<file path="src/rtl/music_pkg.sv">
// Shared definitions for the note playback path: note RAM geometry, player
// states and the note-code to tone half-period lookup (50 MHz clock).
package music_pkg;

  localparam int NOTE_W    = 6;
  localparam int DEPTH     = 40;
  localparam int NUM_NOTES = 38;  // codes 1..37 = C4..C7 chromatic
  localparam int HP_W      = 17;

  typedef enum logic [2:0] {
    ST_IDLE,
    ST_FETCH,
    ST_WAIT_RD,
    ST_SOUND,
    ST_GAP
  } player_state_e;

  // Zero marks a silent code (rest or out of range). The sim table keeps
  // tones short enough to observe several toggles inside a tiny beat.
  function automatic logic [HP_W-1:0] half_period(input logic [NOTE_W-1:0] note,
                                                  input logic              sim);
    logic [HP_W-1:0] hp;
    hp = '0;
    if (note != '0 && note < NOTE_W'(NUM_NOTES)) begin
      if (sim) begin
        hp = HP_W'(note % 6'd3) + HP_W'(1);
      end else begin
        case (note)
          6'd1:  hp = 17'd95556;
          6'd2:  hp = 17'd90193;
          6'd3:  hp = 17'd85131;
          6'd4:  hp = 17'd80353;
          6'd5:  hp = 17'd75843;
          6'd6:  hp = 17'd71586;
          6'd7:  hp = 17'd67568;
          6'd8:  hp = 17'd63776;
          6'd9:  hp = 17'd60197;
          6'd10: hp = 17'd56818;
          6'd11: hp = 17'd53629;
          6'd12: hp = 17'd50619;
          6'd13: hp = 17'd47778;
          6'd14: hp = 17'd45097;
          6'd15: hp = 17'd42566;
          6'd16: hp = 17'd40177;
          6'd17: hp = 17'd37922;
          6'd18: hp = 17'd35793;
          6'd19: hp = 17'd33784;
          6'd20: hp = 17'd31888;
          6'd21: hp = 17'd30099;
          6'd22: hp = 17'd28409;
          6'd23: hp = 17'd26815;
          6'd24: hp = 17'd25310;
          6'd25: hp = 17'd23889;
          6'd26: hp = 17'd22548;
          6'd27: hp = 17'd21283;
          6'd28: hp = 17'd20088;
          6'd29: hp = 17'd18961;
          6'd30: hp = 17'd17897;
          6'd31: hp = 17'd16892;
          6'd32: hp = 17'd15944;
          6'd33: hp = 17'd15049;
          6'd34: hp = 17'd14205;
          6'd35: hp = 17'd13407;
          6'd36: hp = 17'd12655;
          6'd37: hp = 17'd11945;
          default: hp = '0;
        endcase
      end
    end
    return hp;
  endfunction

endpackage

</file>
<file path="src/rtl/tone_gen.sv">
// Reloadable square-wave divider. Dropping en restarts the phase, so every
// note that enters SOUND begins from a fresh low half-cycle.
module tone_gen (
  input  logic                        clk,
  input  logic                        reset,
  input  logic                        en,
  input  logic [music_pkg::HP_W-1:0] half_period,
  output logic                        spk
);

  logic [music_pkg::HP_W-1:0] cnt_q, cnt_d;
  logic                       spk_q, spk_d;

  always_comb begin
    cnt_d = '0;
    spk_d = 1'b0;
    if (en) begin
      if (cnt_q + music_pkg::HP_W'(1) >= half_period) begin
        cnt_d = '0;
        spk_d = ~spk_q;
      end else begin
        cnt_d = cnt_q + music_pkg::HP_W'(1);
        spk_d = spk_q;
      end
    end
  end

  always_ff @(posedge clk or negedge reset) begin
    if (!reset) begin
      cnt_q <= '0;
      spk_q <= 1'b0;
    end else begin
      cnt_q <= cnt_d;
      spk_q <= spk_d;
    end
  end

  // Gate combinationally so the gap and stop silence the output at once.
  assign spk = spk_q & en;

endmodule

</file>
<file path="src/rtl/note_player.sv">
// Read side of the composition RAM: walks indices 0..i_note-1, holding each
// note for one beat (sound then articulation gap) and driving the speaker.
module note_player #(
  parameter int DEPTH       = 40,
  parameter int NOTE_W      = 6,
  parameter int BEAT_CYCLES = 12_500_000,
  parameter int GAP_CYCLES  = 625_000,
  parameter bit SIM_LUT     = 1'b0
) (
  input  logic              clk,
  input  logic              reset,
  input  logic              play,
  input  logic              stop,
  input  logic              loop_en,
  input  logic [5:0]        i_note,
  input  logic [NOTE_W-1:0] rd_data,
  output logic [5:0]        rd_addr,
  output logic [NOTE_W-1:0] note_out,
  output logic [5:0]        pos_play,
  output logic              playing,
  output logic              done,
  output logic              spk
);
  import music_pkg::*;

  localparam int            BW         = $clog2(BEAT_CYCLES);
  localparam logic [BW-1:0] SOUND_LAST = BW'(BEAT_CYCLES - GAP_CYCLES - 1);
  localparam logic [BW-1:0] BEAT_LAST  = BW'(BEAT_CYCLES - 1);
  localparam logic [6:0]    DEPTH_LIM  = 7'(DEPTH);

  player_state_e     state_q, state_d;
  logic [BW-1:0]     beat_q, beat_d;
  logic [5:0]        addr_q, addr_d;
  logic [5:0]        pos_q, pos_d;
  logic [NOTE_W-1:0] note_q, note_d;
  logic              playing_q, playing_d;
  logic              done_q, done_d;
  logic [6:0]        limit, next_pos;
  logic              more, beat_end, abort;
  logic              tone_en;
  logic [HP_W-1:0]   hp;

  // i_note is sampled live; clamp so addressing never leaves the RAM.
  assign limit    = ({1'b0, i_note} > DEPTH_LIM) ? DEPTH_LIM : {1'b0, i_note};
  assign next_pos = {1'b0, pos_q} + 7'd1;
  assign more     = next_pos < limit;
  assign beat_end = beat_q == BEAT_LAST;
  assign abort    = stop && state_q != ST_IDLE;

  always_ff @(posedge clk or negedge reset) begin
    if (!reset) state_q <= ST_IDLE;
    else        state_q <= state_d;
  end

  always_comb begin
    state_d = state_q;
    if (abort) begin
      state_d = ST_IDLE;
    end else begin
      case (state_q)
        ST_IDLE:    if (play && i_note != '0) state_d = ST_FETCH;
        ST_FETCH:   state_d = ST_WAIT_RD;
        ST_WAIT_RD: state_d = ST_SOUND;
        ST_SOUND:   if (beat_q == SOUND_LAST) state_d = ST_GAP;
        ST_GAP:     if (beat_end) state_d = (more || loop_en) ? ST_FETCH : ST_IDLE;
        default:    state_d = ST_IDLE;
      endcase
    end
  end

  always_comb begin
    addr_d    = addr_q;
    pos_d     = pos_q;
    note_d    = note_q;
    playing_d = playing_q;
    done_d    = 1'b0;
    beat_d    = beat_q;
    if (abort) begin
      note_d    = '0;
      playing_d = 1'b0;
    end else begin
      case (state_q)
        ST_IDLE: begin
          if (play) begin
            if (i_note == '0) begin
              done_d = 1'b1;
            end else begin
              addr_d    = '0;
              pos_d     = '0;
              playing_d = 1'b1;
            end
          end
        end
        ST_WAIT_RD: begin
          note_d = rd_data;
          beat_d = '0;
        end
        ST_SOUND: beat_d = beat_q + BW'(1);
        ST_GAP: begin
          beat_d = beat_q + BW'(1);
          if (beat_end) begin
            if (more) begin
              pos_d  = next_pos[5:0];
              addr_d = next_pos[5:0];
            end else if (loop_en) begin
              pos_d  = '0;
              addr_d = '0;
            end else begin
              done_d    = 1'b1;
              note_d    = '0;
              playing_d = 1'b0;
            end
          end
        end
        default: ;
      endcase
    end
  end

  always_ff @(posedge clk or negedge reset) begin
    if (!reset) begin
      beat_q    <= '0;
      addr_q    <= '0;
      pos_q     <= '0;
      note_q    <= '0;
      playing_q <= 1'b0;
      done_q    <= 1'b0;
    end else begin
      beat_q    <= beat_d;
      addr_q    <= addr_d;
      pos_q     <= pos_d;
      note_q    <= note_d;
      playing_q <= playing_d;
      done_q    <= done_d;
    end
  end

  assign hp      = half_period(note_q, SIM_LUT);
  assign tone_en = (state_q == ST_SOUND) && (hp != '0);

  tone_gen u_tone (
    .clk         (clk),
    .reset       (reset),
    .en          (tone_en),
    .half_period (hp),
    .spk         (spk)
  );

  assign rd_addr  = addr_q;
  assign pos_play = pos_q;
  assign note_out = note_q;
  assign playing  = playing_q;
  assign done     = done_q;

endmodule

</file>
<file path="config.mk">
export PLATFORM = sky130hd
export DESIGN_NAME = note_player
export DESIGN_NICKNAME = d
export VERILOG_FILES = /design/src/rtl/music_pkg.sv /design/src/rtl/tone_gen.sv /design/src/rtl/note_player.sv
export SDC_FILE = /design/constraint.sdc
export NUM_CORES = 1
export LEC_CHECK = 0
export ABC_AREA = 1
export CORE_UTILIZATION = 56
export CTS_BUF_LIST = sky130_fd_sc_hd__clkbuf_4
export CTS_CLUSTER_DIAMETER = 80
export DETAILED_ROUTE_END_ITERATION = 12
export PLACE_DENSITY = 0.75
export SYNTH_ARGS = -nofsm -noshare
export SYNTH_HDL_FRONTEND = slang
export SYNTH_SLANG_ARGS = --single-unit
</file>
<file path="constraint.sdc">
create_clock -name clk -period 3.4 [get_ports clk]
set_clock_uncertainty 0.2 [all_clocks]
set_input_delay 0.34 -clock clk [delete_from_list [all_inputs] [get_ports clk]]
set_output_delay 0.34 -clock clk [all_outputs]
set_load 0.01 [all_outputs]
</file>
Yosys cells after proc, flatten, opt, wreduce, memory -nomap -nowiden --
Memories as Yosys holds them, arrays and structs flattened. Index checks and enable logic that the tools add are counted.
Storage, ports and cells: register bits after elaboration 59, bits in read-only memories 1088, input bits 17, memories 1
Memories:
- (no name shown) | depth 64, width 17, read ports 1, clocked after memory_dff 0, write ports 0, RTL line music_pkg.sv:28 | case (note)
Cells by class: $add $sub $neg 3, order comparisons 4, equal/unequal tests 18, muxes and demuxes 38, bitwise operators 3, reduce and logical (&&, ||, !) cells 21
Operator list (number):
- $mux 6 | 10
- $mux 17 | 3
- $eq 24x24->1 const B | 2
- $pmux 24 s2 | 1
- $add 24x1->24 const B | 1
- $ne 3x3->1 const B | 8
- $pmux 6 s2 | 2
- $add 17x1->17 const B | 1
- $ge 17x17->1 | 1
- $reduce_bool 17->1 | 1
- $mux 1 | 15
- $pmux 3 s5 | 1
- $mux 3 | 4
- $reduce_and 6->1 | 2
- $reduce_bool 6->1 | 2
- $reduce_bool 3->1 | 3
- $ne 2x2->1 const B | 4
- $add 6x1->7 const B | 1
- $lt 7x6->1 | 1
- $eq 3x2->1 const B | 2
- $gt 6x6->1 const B | 1
- $logic_not 6->1 | 1
- $lt 6x6->1 const B | 1
- $logic_and 1x1->1 | 4
- 12 further kinds | 15

Logic depth before layout (Yosys ltp) --
word-level depth 8, depth in mapped cells 21, mapped depth without buffers 21

Cells and area by module --
From an unflattened synthesis, not the netlist that was laid out.
Unflattened totals: cell total of the unflattened synthesis 910, area, all modules 5758.0 µm²
By module, submodules not included:
- note_player | instances 1, cells each 680, area an instance 4142.7 µm²
- tone_gen | instances 1, cells each 230, area an instance 1615.3 µm²

Worst setup path before layout --
No wires, ideal clock.
path type flip-flop to flip-flop, from register note_q[1], in the netlist note_out[1], to register u_tone.cnt_q[7] in the netlist's numbering, setup time 0.069 ns, arrival time 3.321 ns, setup slack -0.190 ns, stages on the path, launching flop included 17, period minus slack after synthesis 3.590 ns, path through dfrtp_1 inv_1 ha_1 nand2_1 nor2_1 nor2_1 inv_2 o21ai_2 or3b_2 ha_1 a21oi_1 o21a_1 nand2_1 a21oi_1 buf_2 nand4_1 nor2_2
On the way: cells in the longest elaborated chain, start to end 6
Ends and longest elaborated chain:
- from (decl) | RTL line note_player.sv:35 | logic [NOTE_W-1:0] note_q, note_d;
- from (signal assigned) | RTL line note_player.sv:132 | note_q <= note_d;
- parallel branches: the longest is 2 deep, another holds $mem_v2 64x17
- $mux 17 * | RTL line music_pkg.sv:24 | if (note != '0 && note < NOTE_W'(NUM_NOTES)) begin
- $ge 17x17->1 or $reduce_bool 17->1 (tied branches) | RTL line tone_gen.sv:18, note_player.sv:139
- $mux 17 or $logic_and 1x1->1 (tied branches) | RTL line tone_gen.sv:18, note_player.sv:139
- $mux 17 * | RTL line tone_gen.sv:17 | if (en) begin
- via u_tone.cnt_d, one bit | RTL line tone_gen.sv:11 | logic [music_pkg::HP_W-1:0] cnt_q, cnt_d;
- to (signal assigned) | RTL line tone_gen.sv:33 | cnt_q <= cnt_d;
- to (decl) | RTL line tone_gen.sv:11
Mark *: on every way through the listed nets, which the timed path passes. A chain may end at the register's enable or synchronous reset.

Worst setup path after layout --
from register u_tone.cnt_q[0] in the netlist's numbering, to register u_tone.spk_q
On the way: cells in the longest elaborated chain, start to end 3
Ends and longest elaborated chain:
- $add 17x1->17 | RTL line tone_gen.sv:18 | if (cnt_q + music_pkg::HP_W'(1) >= half_period) begin
- $ge 17x17->1 | RTL line tone_gen.sv:18
- $ne 2x2->1 (no line)
- to (signal assigned) | RTL line tone_gen.sv:34 | spk_q <= spk_d;
- to (decl) | RTL line tone_gen.sv:12 | logic spk_q, spk_d;
Every way passes these cells.

==> impl_metrics.yaml <==
sta:
  period_needed_ns: 3.16
  clock.fmax_mhz: 316
  rsz0062_at_grt: "no"
  maxSlewViolCount: 0
  worst_pin_slew_ns: 1.11
  min_period_over_period_pct: 92.9
  slew_headroom_pct: 26.1
  hold_violations: 0
  setup_violations: 0
  setup-tns-final_ns: 0
layout:
  fill_cells: 884
  final_area_um2: 6270
  syn2layout_area_growth_pct: 14.3
  n_antenna_cell: 0
  layout_commonest_cell: "nand2_1"
  final_nets: 930
  layout-drive-gt1-share_pct: 12.4
  mostFrequentLayoutCells: "217 x nand2_1, 91 x nor2_1, 86 x inv_1, 76 x nand3_1, 56 x dfrtp_1"
  fin_util_pct: 67.0
clock_network:
  cts_max_path_buffers: 2
  htreeDepth: 3
  cts_buffers: 9
  path_clk_slew_ns: 0.13
  worstSkewPairLatency_ns: 0.43
  root_buffer: "clkbuf_4"
  cts_tree: "yes"
  clkSinkCount: 59
synthesis:
  synthDistinctLibCells: 48
  synth-edff-count: 0
  synth-seq-cells: 59
  synth_top_cell_by_area: "dfrtp_1"
  synth.avg_cell_area_um2: 6.65
  synthArstFlopShare_pct: 100
  synth_nets: 881
  synth_top_area_share_pct: 26.9
  ys_warn_count: 0
  synth_top_flop_cell: "dfrtp_1"
  syn-cell-area_um2: 5490
  synth.area.top_cells: "dfrtp_1 27%, nand2_1 15%, ha_1 8.7%"
  synth_cells: 826
  synth.yosys.seq_area_share_pct: 26.9
route:
  ant_nets: 0
  vias: 5707
  routedWlPerCell_um: 15.0
  drt_iter0_drc: 376
  drcViolationCount: 0
  first_pass_iters: 5
  vias_per_cell: 5.66
  finalWirelength_mm: 15.1
critical_path:
  crit_chain: "ha_2 > nand3_4 > nor3_4 > nand2_1 > nor3_2 > xor2_1 > inv_1 > ha_1 > nand3_1 > nor2_1 > nand4_1 > buf_4 > nand4_1 > nand2_1 > nor2_1"
  crit_required_ns: 3.55
  path_max_fanout: 16
  rr_worst_depth: 15
  end_kind: "register"
  worst_path_largest_cell_delay_ns: 0.43
  crit_type: "reg2reg"
  cp-start-kind: "register"
  slowest_stage: "dfrtp_2"
  cp_data_arrival_time_ns: 3.31
global_routing:
  grt-ovfl-total: 0
  grt_max_degree: 51
  track_usage_pct: 30.5
  grt_pass1_wl_mm: 24.6
  antenna_found_initial: 0
  grt_pass1_vias: 5370
hold_path:
  holdPathStages: 2
  hold_class: "reg2reg"
floorplan:
  die_w_um: 101
  core_area_um2: 9370
  die_y_um: 101
  dieArea_um2: 10200
  row_count: 35
  ios: 38
  start_util_pct: 58.6
power:
  power_density_nw_per_um2: 690
  leakage_nw: 3.09
  power_mw: 4.33
  ir_drop_mv: 0.459
run:
  max-cap-violations: 0
placed_design:
  gp_congestion: 1.02
  io_buffers: 37
  dp_hpwl_mm: 11.6
  dpl-instance-area_um2: 6020
outcome:
  status: "finished, final reports clean"
[synthesized netlist by cell type, types with 4 or more instances]
cell and count:
nand3b_1 4, a21oi_1 32, nand4_1 43, clkbuf_1 5, buf_2 5, nor2_2 15, dfrtp_1 59, or2_2 4
buf_4 8, inv_1 87, nand3_1 77, nor3_1 17, nor2_1 94, nand2_1 220, nand2_2 4, xor2_1 17
o21ai_0 33, xnor2_1 5, ha_1 38, inv_2 7, nand2_4 5
[cell type report]
cell class / count / area (um2) / share of cell area [%]
tap: 129 / 161 / 2.57
inverter: 95 / 362 / 5.76
sequential: 59 / 1480 / 23.6
multi-input combinational: 649 / 3580 / 57.0
timing repair buffer: 61 / 559 / 8.91
clock inverter: 5 / 53.8 / 0.857
clock buffer: 11 / 82.6 / 1.32
[worst paths after layout]
| check | end | slack [ns] | from |
|---|---|---|---|
| max | u_tone.spk_q | 0.24 | u_tone.cnt_q[0] |
| min | playing | 0.30 | playing |
| max reg2reg | u_tone.spk_q | 0.24 | u_tone.cnt_q[0] |
| min reg2reg | playing | 0.30 | playing |
| max in group asynchronous | note_out[3] | 1.80 | reset |
| min in group asynchronous | beat_q[16] | 0.46 | reset |
[logic make-up after synthesis]
group | Yosys count | share of synthesized area, %
buffers and inverters | 118 | 9.60
flip-flops | 59 | 26.9
AND/OR/NAND/NOR | 497 | 41.5
XOR/XNOR | 22 | 3.51
AO/OA/AOI/OAI | 92 | 9.85
adder cells (fa/ha/maj) | 38 | 8.66
[registers in the layout (all words and copies together), names as in the netlist]
name	count
pos_play	6
done	1
playing	1
u_tone.spk_q	1
state_q	3
u_tone.cnt_q	17
note_out	6
beat_q	24
[worst max-delay path, delay by kind of cell (launching register included)]
| kind | cells | cell delay (ns) |
|---|---|---|
| XOR/XNOR | 1 | 0.22 |
| adder cells (fa/ha/maj) | 2 | 0.56 |
| buffers and inverters | 2 | 0.31 |
| flip-flops | 1 | 0.43 |
| AND/OR/NAND/NOR | 10 | 1.34 |
[where the power goes]
part | internal [mW] | total [mW] | switching [mW]
registers | 0.785 | 0.914 | 0.129
clock network | 0.237 | 0.527 | 0.290
logic | 1.03 | 2.89 | 1.86
total | 2.05 | 4.33 | 2.27
[layer usage]
layer	GRT usage [%]	share of wire, %
met2	48.6	46
met4	9.70	2.1
met1	41.4	46
met3	6.31	6.4
met5	0	0
[per-stage QoR]
step / std cells / worst slack [ns] / hold slack (ns)
finish: 1009 / 0.240 / 0.298
global route: 1009 / 0.00936 / 0.352
CTS: 1007 / 0.0960 / 0.307
detailed placement: 989 / 0.0597 / 0.277
global placement: 989 / 0.137 / 0.275
floorplan: 826 / 0.0342 / -0.156
[timing repair]
action                                  CTS  global route
setup buffers                             1             2
gates resized for setup                   2            26
endpoints found under the setup margin    2            19
pin swaps                                 0             3
hold endpoints to repair                 48             0
hold buffers                              1             0
Note: power is estimated with default switching activity, not from simulation.
